==> config.mk <==
export PLATFORM = sky130hd
export DESIGN_NAME = alu4_op_responder_flat
export DESIGN_NICKNAME = d
export VERILOG_FILES = /design/src/rtl/alu4_pkg.sv /design/src/rtl/alu4_op_responder_if.sv /design/src/rtl/alu4_res_fifo.sv /design/src/rtl/alu4_op_responder.sv /design/src/flat_wrapper.sv
export SDC_FILE = /design/constraint.sdc
export NUM_CORES = 1
export LEC_CHECK = 0
export ABC_AREA = 1
export BUFFER_PORTS_ARGS = -buffer_cell sky130_fd_sc_hd__clkbuf_2
export CORE_MARGIN = 5
export CORE_UTILIZATION = 25
export CTS_CLUSTER_SIZE = 30
export DETAILED_ROUTE_END_ITERATION = 16
export MAX_ROUTING_LAYER = met4
export PLACE_DENSITY_LB_ADDON = 0.1
export SKIP_CTS_REPAIR_TIMING = 1
export SLEW_MARGIN = 20
export SYNTH_ARGS = -nofsm -noshare
export SYNTH_HDL_FRONTEND = slang
export SYNTH_SLANG_ARGS = --single-unit
==> constraint.sdc <==
create_clock -name clk -period 2.02 [get_ports clk]
set_input_delay 0.505 -clock clk [delete_from_list [all_inputs] [get_ports clk]]
set_output_delay 0.505 -clock clk [all_outputs]
set_load 0.01 [all_outputs]
==> src/rtl/alu4_pkg.sv <==
// alu4_pkg: shared ALU function codes, result type and evaluation function
package alu4_pkg;
    typedef enum logic [1:0] {ADD, SUB, AND, OR} alu_func_e;
    typedef struct packed {
        logic [3:0] d;
        logic       co;
    } alu_res_t;
    function automatic alu_res_t alu4_eval(input logic [3:0] a, input logic [3:0] b, input alu_func_e f, input logic cci);
        logic [4:0] w_s;
        w_s = f == ADD ? {1'b0, a} + {1'b0, b} + {4'b0, cci} : {1'b0, a} - {1'b0, b} - {4'b0, cci};
        return f == AND ? {a & b, 1'b0} : f == OR ? {a | b, 1'b0} : {w_s[3:0], w_s[4]};
    endfunction
endpackage

==> src/rtl/alu4_op_responder_if.sv <==
// alu4_op_responder_if: request and response valid/ready channels plus completion count
interface alu4_op_responder_if #(parameter int CNT_W = 16);
    logic             req_valid, req_ready, req_cci, resp_valid, resp_ready, resp_co;
    logic [3:0]       req_a, req_b, resp_d;
    logic [1:0]       req_f;
    logic [CNT_W-1:0] ops_done;
    modport master (
        output req_valid, req_a, req_b, req_f, req_cci, resp_ready,
        input  req_ready, resp_valid, resp_d, resp_co, ops_done
    );
    modport slave (
        input  req_valid, req_a, req_b, req_f, req_cci, resp_ready,
        output req_ready, resp_valid, resp_d, resp_co, ops_done
    );
endinterface

==> src/rtl/alu4_res_fifo.sv <==
// alu4_res_fifo: synchronous result FIFO, occupancy counter separates full from empty
module alu4_res_fifo import alu4_pkg::*; #(
    parameter int DEPTH = 2
) (
    input  logic     clk,
    input  logic     rst,
    input  logic     i_push,
    input  logic     i_pop,
    input  alu_res_t i_data,
    output logic     o_full,
    output logic     o_empty,
    output alu_res_t o_head
);
    localparam int PW = DEPTH > 1 ? $clog2(DEPTH) : 1;
    localparam int CW = $clog2(DEPTH + 1);
    alu_res_t      r_mem [DEPTH];
    logic [PW-1:0] r_wp, r_rp;
    logic [CW-1:0] r_cnt;
    assign o_full  = r_cnt == CW'(DEPTH);
    assign o_empty = r_cnt == '0;
    assign o_head  = r_mem[r_rp];
    always_ff @(posedge clk) begin
        if (rst) begin
            r_wp  <= '0;
            r_rp  <= '0;
            r_cnt <= '0;
        end else begin
            if (i_push) r_wp <= r_wp == PW'(DEPTH - 1) ? '0 : r_wp + PW'(1);
            if (i_pop) r_rp <= r_rp == PW'(DEPTH - 1) ? '0 : r_rp + PW'(1);
            r_cnt <= r_cnt + CW'(i_push) - CW'(i_pop);
        end
    end
    always_ff @(posedge clk) begin
        if (i_push) r_mem[r_wp] <= i_data;
    end
endmodule

==> src/rtl/alu4_op_responder.sv <==
// alu4_op_responder: valid/ready ALU front end with a stage-1 register feeding an in-order result FIFO
module alu4_op_responder import alu4_pkg::*; #(
    parameter int FIFO_DEPTH = 2,
    parameter int CNT_W      = 16
) (
    input logic                clk,
    input logic                rst,
    alu4_op_responder_if.slave bus
);
    typedef enum logic {S1_EMPTY, S1_FULL} s1_state_e;
    s1_state_e        r_state, w_next;
    alu_res_t         r_s1, w_head;
    logic             w_full, w_empty, w_acc, w_move, w_pop;
    logic [CNT_W-1:0] r_ops_done;
    // in-flight reaches FIFO_DEPTH+1 exactly when stage 1 and the FIFO are both full
    assign bus.req_ready  = !(r_state == S1_FULL && w_full);
    assign w_acc          = bus.req_valid && bus.req_ready;
    assign w_pop          = !w_empty && bus.resp_ready;
    assign w_move         = r_state == S1_FULL && (!w_full || w_pop);
    assign bus.resp_valid = !w_empty;
    assign bus.resp_d     = w_empty ? 4'h0 : w_head.d;
    assign bus.resp_co    = !w_empty && w_head.co;
    assign bus.ops_done   = r_ops_done;
    always_comb begin
        w_next = w_acc ? S1_FULL : w_move ? S1_EMPTY : r_state;
    end
    always_ff @(posedge clk) begin
        if (rst) begin
            r_state    <= S1_EMPTY;
            r_ops_done <= '0;
        end else begin
            r_state <= w_next;
            if (w_pop) r_ops_done <= r_ops_done + CNT_W'(1);
        end
    end
    always_ff @(posedge clk) begin
        if (w_acc) r_s1 <= alu4_eval(bus.req_a, bus.req_b, alu_func_e'(bus.req_f), bus.req_cci);
    end
    alu4_res_fifo #(.DEPTH(FIFO_DEPTH)) u_fifo (
        .clk     (clk),
        .rst     (rst),
        .i_push  (w_move),
        .i_pop   (w_pop),
        .i_data  (r_s1),
        .o_full  (w_full),
        .o_empty (w_empty),
        .o_head  (w_head)
    );
endmodule

==> src/flat_wrapper.sv <==
// flat-port wrapper written by rule: the top's interface ports become plain ports
module alu4_op_responder_flat import alu4_pkg::*;
#(
    parameter int FIFO_DEPTH = 2,
    parameter int CNT_W      = 16
)
  (clk, rst, bus_req_valid, bus_req_a, bus_req_b, bus_req_f, bus_req_cci, bus_resp_ready, bus_req_ready, bus_resp_valid, bus_resp_d, bus_resp_co, bus_ops_done);
  alu4_op_responder_if #(.CNT_W(CNT_W)) bus_i ();
  input logic clk;
  input logic rst;
  input wire logic [$bits(bus_i.req_valid)-1:0] bus_req_valid;
  input wire logic [$bits(bus_i.req_a)-1:0] bus_req_a;
  input wire logic [$bits(bus_i.req_b)-1:0] bus_req_b;
  input wire logic [$bits(bus_i.req_f)-1:0] bus_req_f;
  input wire logic [$bits(bus_i.req_cci)-1:0] bus_req_cci;
  input wire logic [$bits(bus_i.resp_ready)-1:0] bus_resp_ready;
  output wire logic [$bits(bus_i.req_ready)-1:0] bus_req_ready;
  output wire logic [$bits(bus_i.resp_valid)-1:0] bus_resp_valid;
  output wire logic [$bits(bus_i.resp_d)-1:0] bus_resp_d;
  output wire logic [$bits(bus_i.resp_co)-1:0] bus_resp_co;
  output wire logic [$bits(bus_i.ops_done)-1:0] bus_ops_done;
  assign bus_i.req_valid = bus_req_valid;
  assign bus_i.req_a = bus_req_a;
  assign bus_i.req_b = bus_req_b;
  assign bus_i.req_f = bus_req_f;
  assign bus_i.req_cci = bus_req_cci;
  assign bus_i.resp_ready = bus_resp_ready;
  assign bus_req_ready = bus_i.req_ready;
  assign bus_resp_valid = bus_i.resp_valid;
  assign bus_resp_d = bus_i.resp_d;
  assign bus_resp_co = bus_i.resp_co;
  assign bus_ops_done = bus_i.ops_done;
  alu4_op_responder #(.FIFO_DEPTH(FIFO_DEPTH), .CNT_W(CNT_W)) u_core (.clk(clk), .rst(rst), .bus(bus_i));
endmodule
# == Word level (Yosys, flattened, before mapping) ==
# Memory sizes are Yosys's and may differ from the RTL's. A register that Yosys moved wholly into a read port is not among the register bits.
# Index checks and enable logic that the tools add are counted.
# totals
regBits,26
ram_bits,10
input_bits,15
out_inout_bits,23
memories,1
# mem_list
name,depth,word_bits,rd,rd_clocked_by_memory_dff,wr,line_no,text
u_core.u_fifo.r_mem,2,5,1,1,1,alu4_res_fifo.sv:16,alu_res_t r_mem [DEPTH];
# op_classes
n_addsub,9
n_eq_ne,3
muxes,12
bitwise,2
reduce_logical,13
# ops
cell,n
$add 16x1->16 const B,1
$mux 5,3
$mux 1,8
$eq 2x2->1 const B,3
$add 4x4->5,1
$add 5x1->5,1
$logic_and 1x1->1,5
$sub 4x4->5,1
$sub 5x1->5,1
$and 4x4->4,1
$logic_not 2->1,2
$mux 4,1
$or 4x4->4,1
$logic_not 1->1,3
$add 1x1->1 const B,2
$add 2x1->2,1
$reduce_bool 2->1,1
$reduce_or 2->1,1
$sub 2x1->2,1
$logic_or 1x1->1,1

# == Depth between registers and ports, before layout ==
# Gate-level depths: netlist (run 1).
# depth
depth_word,7
mapped_depth,11

# == Cells and area by module ==
# A second synthesis (run 1) with hierarchy kept.
# unflattened
hier_cells,268
area_unflattened_um2,2183.3
# modules_own_cells
module,instances,cells_each,area_per_inst_um2,seq_area_each_um2
alu4_op_responder,1,222,1602.8,490.5
alu4_res_fifo,1,46,580.6,400.4

# == Worst setup path after synthesis (run 1) ==
# OpenSTA, ideal clock, no wires.
# synth_timing
path_type,in2reg
start,in bus_req_cci
end,reg u_core.r_s1[1] (netlist name) (data pin)
setup_ns,0.267
arrival_time_ns,1.731
setup_slack_ns,0.021
path_stages,6
n_path_buf,0
cell_sequence,fa_1 > inv_1 > ha_1 > xor2_1 > o21ai_0 > o211ai_1
# synth_via
elab_chain_len,4
word_cells_on_any_way,5
classes_between,add/sub: 2; mux: 3
# synth_rtl
element,line_no,text
start: declaration,flat_wrapper.sv:15,input wire logic [$bits(bus_i.req_cci)-1:0] bus_req_cci;
$sub 5x1->5 / $add 5x1->5 (equally long branches),alu4_pkg.sv:10,"w_s = f == ADD ? {1'b0, a} + {1'b0, b} + {4'b0, cci} : {1'b0, a} - {1'b0, b} - {4'b0, cci};"
$mux 5 *,alu4_pkg.sv:10,
$mux 5 * (2 in series),alu4_pkg.sv:11,"return f == AND ? {a & b, 1'b0} : f == OR ? {a | b, 1'b0} : {w_s[3:0], w_s[4]};"
end signal: assignment,alu4_op_responder.sv:37,"if (w_acc) r_s1 <= alu4_eval(bus.req_a, bus.req_b, alu_func_e'(bus.req_f), bus.req_cci);"
end: declaration,alu4_op_responder.sv:12,"alu_res_t r_s1, w_head;"
# Every way passes the cells marked *; elsewhere a longest branch is shown, timed or not.
# A chain may end at the register's enable or synchronous reset.

# == Worst setup path after layout (run 1) ==
# layout_timing
start,in bus_req_a[0]
end,reg u_core.r_s1[1] (netlist name) (data pin)
# layout_via
elab_chain_len,5
word_cells_on_any_way,9
classes_between,add/sub: 4; mux: 3; bitwise: 2
# layout_rtl
element,line_no,text
start: declaration,flat_wrapper.sv:12,input wire logic [$bits(bus_i.req_a)-1:0] bus_req_a;
$sub 4x4->5 / $add 4x4->5 (equally long branches),alu4_pkg.sv:10,
$sub 5x1->5 / $add 5x1->5 (equally long branches),alu4_pkg.sv:10,
$mux 5,alu4_pkg.sv:10,
$mux 5,alu4_pkg.sv:11,
$mux 5 *,alu4_pkg.sv:11,
# Marks and branches as above.

==> run summary, run 1 <==
Nets -> 349
clk_lat worst skew -> 0.29 ns
CTS tree -> yes
Post-Synthesis Cells -> 259
Final Util -> 32.0%
Pins Over Slew Limit -> 0
CP max FO -> 3
clk slew on worst S/H paths -> 0.08 ns
Initial Utilization -> 25.9%
Mapped Avg Cell Area -> 8.25 sq um
period utilization -> 92.7%
DR vias -> 1760
worst path cell trace -> clkbuf_2 > inv_1 > fa_1 > inv_1 > ha_1 > xor2_1 > o21ai_0 > o211ai_1
Yosys cell types -> 29
# diodes -> 0
initial antenna violation count -> 0
Global Route Usage Sum -> 10.0%
max_slew headroom -> 73.1%
critical path's slowest cell -> fa_1
warnings from Yosys -> 0
layout cells sized above 1 -> 22.3%
Mapped Area -> 2140 sq um
drt wl/cell -> 11.2 microns
Die Area -> 10500 sq um
Area contributors post-synth -> edfxtp_1, dfxtp_1, nand2_1
CTS Root Cell -> clkbuf_8
Residual DRC -> 0
CTS H-Tree Depth -> 2
first-pass GRT wire length -> 8.00 mm
Worst Tran Pin Value -> 0.402 ns
CP endpoint kind -> register
CP Launch Type -> input pin
fin crit period -> 1.87 ns
die width -> 102 microns
sequential share of the synthesized area -> 41.7%
crit path kind -> in2reg
routability cong. -> 0.833
Pwr Density -> 803 nW/um^2
routed wire length -> 4.69 mm
leak pwr -> 1.16 nW
via density per instance -> 4.20
RSZ-0062 raised after global routing -> false
endpoints failing setup -> 0
commonest cells after routing, fill and taps aside -> nand2_1, clkbuf_2, inv_1
number of I/O pins -> 38
clk sinks -> 37
Setup Skew -> 0.00499 ns
Hold Vio Cnt, Final -> 0
commonest non-fill, non-tap cell in the layout -> nand2_1
CP Data Arrival Time -> 1.91 ns
DR iter-0 viols -> 58
die span in y -> 102 microns
post-synth top area share -> 21.1%
Critical Path Max Stage Delay -> 0.52 ns
largest net degree at the start of global routing -> 15
CP Data Required Time -> 2.05 ns
Filler Cells Inserted -> 881
Num CTS Buffers -> 5
clk buf depth -> 2
Setup WS post-layout -> 0.148 ns
Worst VDD drop -> 247 uV
core area -> 8260 sq um
cell mode on critical path -> inv_1
DRT Pass-1 Iters -> 4
status -> finished clean
FP Rows -> 33
Area Growth Syn to Fin -> 23.8%
# port buffers -> 37
total power -> 0.00212 W
syn_nets -> 295
#FFs+latches synth -> 37
hpwl dp -> 3.71 mm
dominant cell type by area after synthesis -> edfxtp_1
DP Worst Slack -> -0.186 ns
type of the worst min-delay path -> reg2reg
Max Cap Viol -> 0
vias in the first global route -> 1693
antenna-violating nets left -> 0
grt total ovfl -> 0
fmax -> 0.534 GHz
-- sequential cells by signal, summed over array words and instances (netlist names), named ones only --
signal / cells
u_core.bus.ops_done: 16
u_core.u_fifo.r_mem: 10
u_core.r_s1: 5
u_core.u_fifo.r_cnt: 2
u_core.r_state: 1
u_core.u_fifo.r_rp: 1
u_core.u_fifo.r_wp: 1
-- where the power goes --
| part | internal [W] | total, W | switching (W) |
|---|---|---|---|
| sequential | 0.000859 | 0.000917 | 0.0000573 |
| combinational | 0.000226 | 0.000554 | 0.000328 |
| clock | 0.000370 | 0.000654 | 0.000285 |
-- area by class of cell --
class | count | area (sq um) | area share, %
timing repair buffer | 48 | 268 | 10.1
clock inverter | 3 | 46.3 | 1.75
multi-input combinational | 185 | 1100 | 41.8
clock buffer | 5 | 68.8 | 2.60
tap | 105 | 131 | 4.97
sequential | 37 | 891 | 33.7
inverter | 36 | 135 | 5.11
-- metrics by stage --
stage	hold WS, ns	TNS (ns)	std cells	instance area [sq um]
CTS	0.449	0	419	2650
global route	0.469	0	419	2650
detailed placement	0.430	-0.798	411	2530
global placement	0.431	-0.730	411	2530
floorplan	0.421	0	259	2140
finish	0.447	0	419	2650
-- cell usage after synthesis (all sizes together) --
master,count
a211oi,1
a21oi,21
a31o,1
a31oi,1
buf,1
dfxtp,22
edfxtp,15
fa,4
ha,17
inv,36
nand2,61
nand3,16
nand3b,3
nand4,2
nor2,36
nor3,4
nor3b,1
o2111ai,1
o211ai,1
o21ai,12
xnor2,2
xor2,1
-- worst max-delay path: cells and delay by family --
family / cells / cell delay [ns]
XOR/XNOR: 1 / 0.14
buffers and inverters: 3 / 0.23
AO/OA/AOI/OAI: 2 / 0.23
adder cells (fa/ha/maj): 2 / 0.80
-- routing by layer --
metal | share of wire [%] | GRT usage, % | wire [microns] | up-vias
li1 | - | - | - | 953
met1 | 52 | 13.9 | 2430 | 775
met2 | 44 | 14.4 | 2040 | 28
met3 | 3.6 | 2.32 | 170 | 4
met4 | 0.98 | 3.03 | 46 | 0
met5 | 0 | - | 0 | -
-- worst paths after layout --
check                                    start                                   to  slack (ns)  cells past startpoint
max                               bus_req_a[0]             u_core.r_s1[1]$_DFFE_PP_        0.15                      8
min                   u_core.r_s1[2]$_DFFE_PP_  u_core.u_fifo.r_mem[0][2]$_DFFE_PP_        0.45                      0
max reg2reg  u_core.u_fifo.r_cnt[1]$_SDFF_PP0_    u_core.u_fifo.r_cnt[1]$_SDFF_PP0_        0.53                      8
min reg2reg           u_core.r_s1[2]$_DFFE_PP_  u_core.u_fifo.r_mem[0][2]$_DFFE_PP_        0.45                      0
-- cell families (layout without fill, tap and decap cells) --
logic type,Yosys count,count (layout),share of synthesized area (%)
XOR/XNOR,3,3,1.23
AO/OA/AOI/OAI,38,38,9.55
buffers and inverters,37,92,6.56
adder cells (fa/ha/maj),21,21,13.7
AND/OR/NAND/NOR,123,123,27.2
flip-flops,37,37,41.7
(Power assumes the default switching activity.)
==> inputs of run 2 (changes only) <==
--- a/config.mk
+++ b/config.mk
@@ -8,7 +8,7 @@
 export ABC_AREA = 1
 export BUFFER_PORTS_ARGS = -buffer_cell sky130_fd_sc_hd__clkbuf_2
 export CORE_MARGIN = 5
-export CORE_UTILIZATION = 25
+export CORE_UTILIZATION = 55
 export CTS_CLUSTER_SIZE = 30
 export DETAILED_ROUTE_END_ITERATION = 16
 export MAX_ROUTING_LAYER = met4
==> constraint.sdc (replaced) <==
create_clock -name clk -period 1.8 [get_ports clk]
set_input_delay 0.45 -clock clk [delete_from_list [all_inputs] [get_ports clk]]
set_output_delay 0.45 -clock clk [all_outputs]
set_load 0.01 [all_outputs]
==> run 2 against run 1 <==
Net effect:
- die area decreased by 50%
- power is 13% higher
- cell count is 12% lower
- critical path depth rose by 3
- combinational power is 23% higher
- sequential share of layout area decreased by 0.63 points
- critical endpoint is now u_core.r_s1[4]$_DFFE_PP_
- routed wire length is 7.8% lower
- sequential power rose by 12%
- setup slack worse by 0.12 ns
- non-clock buffer count grew 7
- hold slack lost 0.038 ns
- first-iteration DRC count increased by 57%
==> run summary, run 2 (synthesis results as in run 1) <==
Placed Area -> 2530 sq um (about the same)
DR vias -> 1854 (was 1760)
routed wire length -> 4.33 mm (was 4.69 mm)
CTS H-Tree Depth -> 2 (unchanged)
Clk pwr share -> 28.7% (was 30.8%)
CP max FO -> 2 (was 3)
Critical Path Max Stage Delay -> 0.46 ns (was 0.52 ns)
Max Cap Viol -> 0 (unchanged)
Crit Reg-Reg Startpoint -> u_core.u_fifo.r_cnt[1]$_SDFF_PP0_ (unchanged)
Pwr Density -> 888 nW/um^2 (was 803 nW/um^2)
Pins Over Slew Limit -> 0 (unchanged)
clk sinks -> 37 (unchanged)
clk_lat worst skew -> 0.29 ns (about the same)
Hold Vio Cnt, Final -> 0 (unchanged)
Worst Tran Pin Value -> 0.369 ns (was 0.402 ns)
Initial Utilization -> 57.5% (was 25.9%)
Switching Fraction -> 30.4% (was 31.5%)
Residual DRC -> 0 (unchanged)
die width -> 72.3 microns (was 102 microns)
CP Data Required Time -> 1.84 ns (was 2.05 ns)
vias in the first global route -> 1622 (was 1693)
die span in y -> 72.3 microns (was 102 microns)
first-pass GRT wire length -> 7.03 mm (was 8.00 mm)
max_slew headroom -> 75.3% (was 73.1%)
DRT Pass-1 Iters -> 4 (unchanged)
crit path kind -> in2reg (unchanged)
fin crit period -> 1.77 ns
Num CTS Buffers -> 5 (unchanged)
Die Area -> 5230 sq um (was 10500 sq um)
commonest non-fill, non-tap cell in the layout -> nand2_1 (unchanged)
clk slew on worst S/H paths -> 0.07 ns (was 0.08 ns)
hold path start -> rst (was u_core.r_s1[2]$_DFFE_PP_)
clk buf depth -> 2 (unchanged)
CTS tree -> yes (unchanged)
hpwl dp -> 3.45 mm (was 3.71 mm)
CP Data Arrival Time -> 1.82 ns (was 1.91 ns)
final instance area -> 2700 sq um (was 2650 sq um)
# port buffers -> 37 (unchanged)
cell mode on critical path -> nand2_1 (was inv_1)
NetSw -> 0.000728 W (was 0.000670 W)
FP Rows -> 22 (was 33)
combinational share of power -> 28.4% (was 26.1%)
layout cells sized above 1 -> 27.1% (was 22.3%)
Critical Path Source -> bus_req_a[0] (unchanged)
Worst Hold Slack -> 0.409 ns (was 0.447 ns)
status -> finished clean (unchanged)
Int Pwr -> 0.00166 W (was 0.00145 W)
antenna-violating nets left -> 0 (unchanged)
total power -> 0.00239 W (was 0.00212 W)
Setup Skew -> 0.00765 ns (was 0.00499 ns)
Setup WS post-layout -> 0.0254 ns (was 0.148 ns)
# diodes -> 0 (unchanged)
CP Launch Type -> input pin (unchanged)
CP endpoint kind -> register (unchanged)
initial antenna violation count -> 0 (unchanged)
type of the worst min-delay path -> in2reg (was reg2reg)
drt wl/cell -> 11.7 microns (was 11.2 microns)
worst path cell trace -> buf_8 > inv_4 > fa_2 > buf_6 > ha_4 > o21ai_2 > nand3b_1 > nand3_1 > nand2_1 > nand2_1 > nand2_1 (was clkbuf_2 > inv_1 > fa_1 > inv_1 > ha_1 > xor2_1 > o21ai_0 > o211ai_1)
critical path's slowest cell -> fa_2 (was fa_1)
Filler Cells Inserted -> 290 (was 881)
Area Growth Syn to Fin -> 26.2% (was 23.8%)
RSZ-0062 raised after global routing -> true (was false)
commonest cells after routing, fill and taps aside -> nand2_1, clkbuf_2, inv_1 (unchanged)
Seq pwr share -> 42.9% (was 43.1%)
DR iter-0 viols -> 91 (was 58)
core area -> 3720 sq um (was 8260 sq um)
largest net degree at the start of global routing -> 12 (was 15)
DP Worst Slack -> -0.282 ns (was -0.186 ns)
Nets -> 356 (was 349)
endpoints failing setup -> 0 (unchanged)
Global Route Usage Sum -> 17.7% (was 10.0%)
grt total ovfl -> 0 (unchanged)
leak pwr -> 1.20 nW (was 1.16 nW)
CTS Root Cell -> clkbuf_8 (unchanged)
fmax -> 0.564 GHz
period utilization -> 98.6%
via density per instance -> 5.02 (was 4.20)
number of I/O pins -> 38 (unchanged)
routability cong. -> 0.849 (was 0.833)
Worst VDD drop -> 410 uV (was 247 uV)
number of flip-flops in the largest register -> 16 (unchanged)
==> run 2: changes by cell type in the layout (fill, tap and decap cells not counted), sizes merged <==
cell / before / now
clkinv: 1 / 0
buf: 11 / 20
bufinv: 1 / 0
clkbuf: 42 / 43
clkinvlp: 1 / 0
==> run 2: power by group through the flow <==
stage               clock network (W)  logic, W  registers [W]
global route                 0.000729  0.000776        0.00104
finish                       0.000686  0.000680        0.00103
floorplan                           0  0.000415        0.00104
global placement                    0  0.000641        0.00104
CTS                          0.000702  0.000667        0.00103
detailed placement                  0  0.000664        0.00105
==> run 2: final timing paths <==
| path | end | slack [ns] | cells after the start |
|---|---|---|---|
| worst max-delay path | u_core.r_s1[4]$_DFFE_PP_ | 0.03 | 11 |
| worst min-delay path | u_core.u_fifo.r_cnt[0]$_SDFF_PP0_ | 0.41 | 2 |
| worst max register to register | u_core.u_fifo.r_cnt[1]$_SDFF_PP0_ | 0.24 | 8 |
| worst min register to register | u_core.u_fifo.r_mem[1][2]$_DFFE_PP_ | 0.45 | 0 |
==> run 2: layout make-up <==
cell class / count / area [sq um] / area share (%)
Clock buffer: 8 / 115 / 4.27
Sequential cell: 37 / 891 / 33.1
Inverter: 36 / 138 / 5.11
Tap cell: 48 / 60.1 / 2.23
Timing Repair Buffer: 55 / 344 / 12.8
Multi-Input combinational cell: 185 / 1150 / 42.6
==> run 2: critical path, delay by kind of cell <==
kind / cells / cell delay, ns
fa+ha+maj: 2 / 0.61
buf+inv: 3 / 0.29
compound gates: 1 / 0.14
simple gates: 5 / 0.33
==> run 2: metrics by stage <==
step                      cells  util, %  setup TNS, ns
after floorplan             259        -         -0.204
after global placement      361     68.1          -1.16
after detailed placement    361     68.1          -1.25
after CTS                   369     71.2              0
after global routing        369     72.5        -0.0557
final                       369     72.5              0
==> run 2: metal layers <==
layer | up-vias | GRT usage (%) | wire (microns)
li1 | 968 | - | -
met1 | 833 | 22.5 | 1960
met2 | 47 | 27.4 | 2050
met3 | 6 | 4.02 | 240
met4 | 0 | 6.89 | 68
met5 | - | - | 0
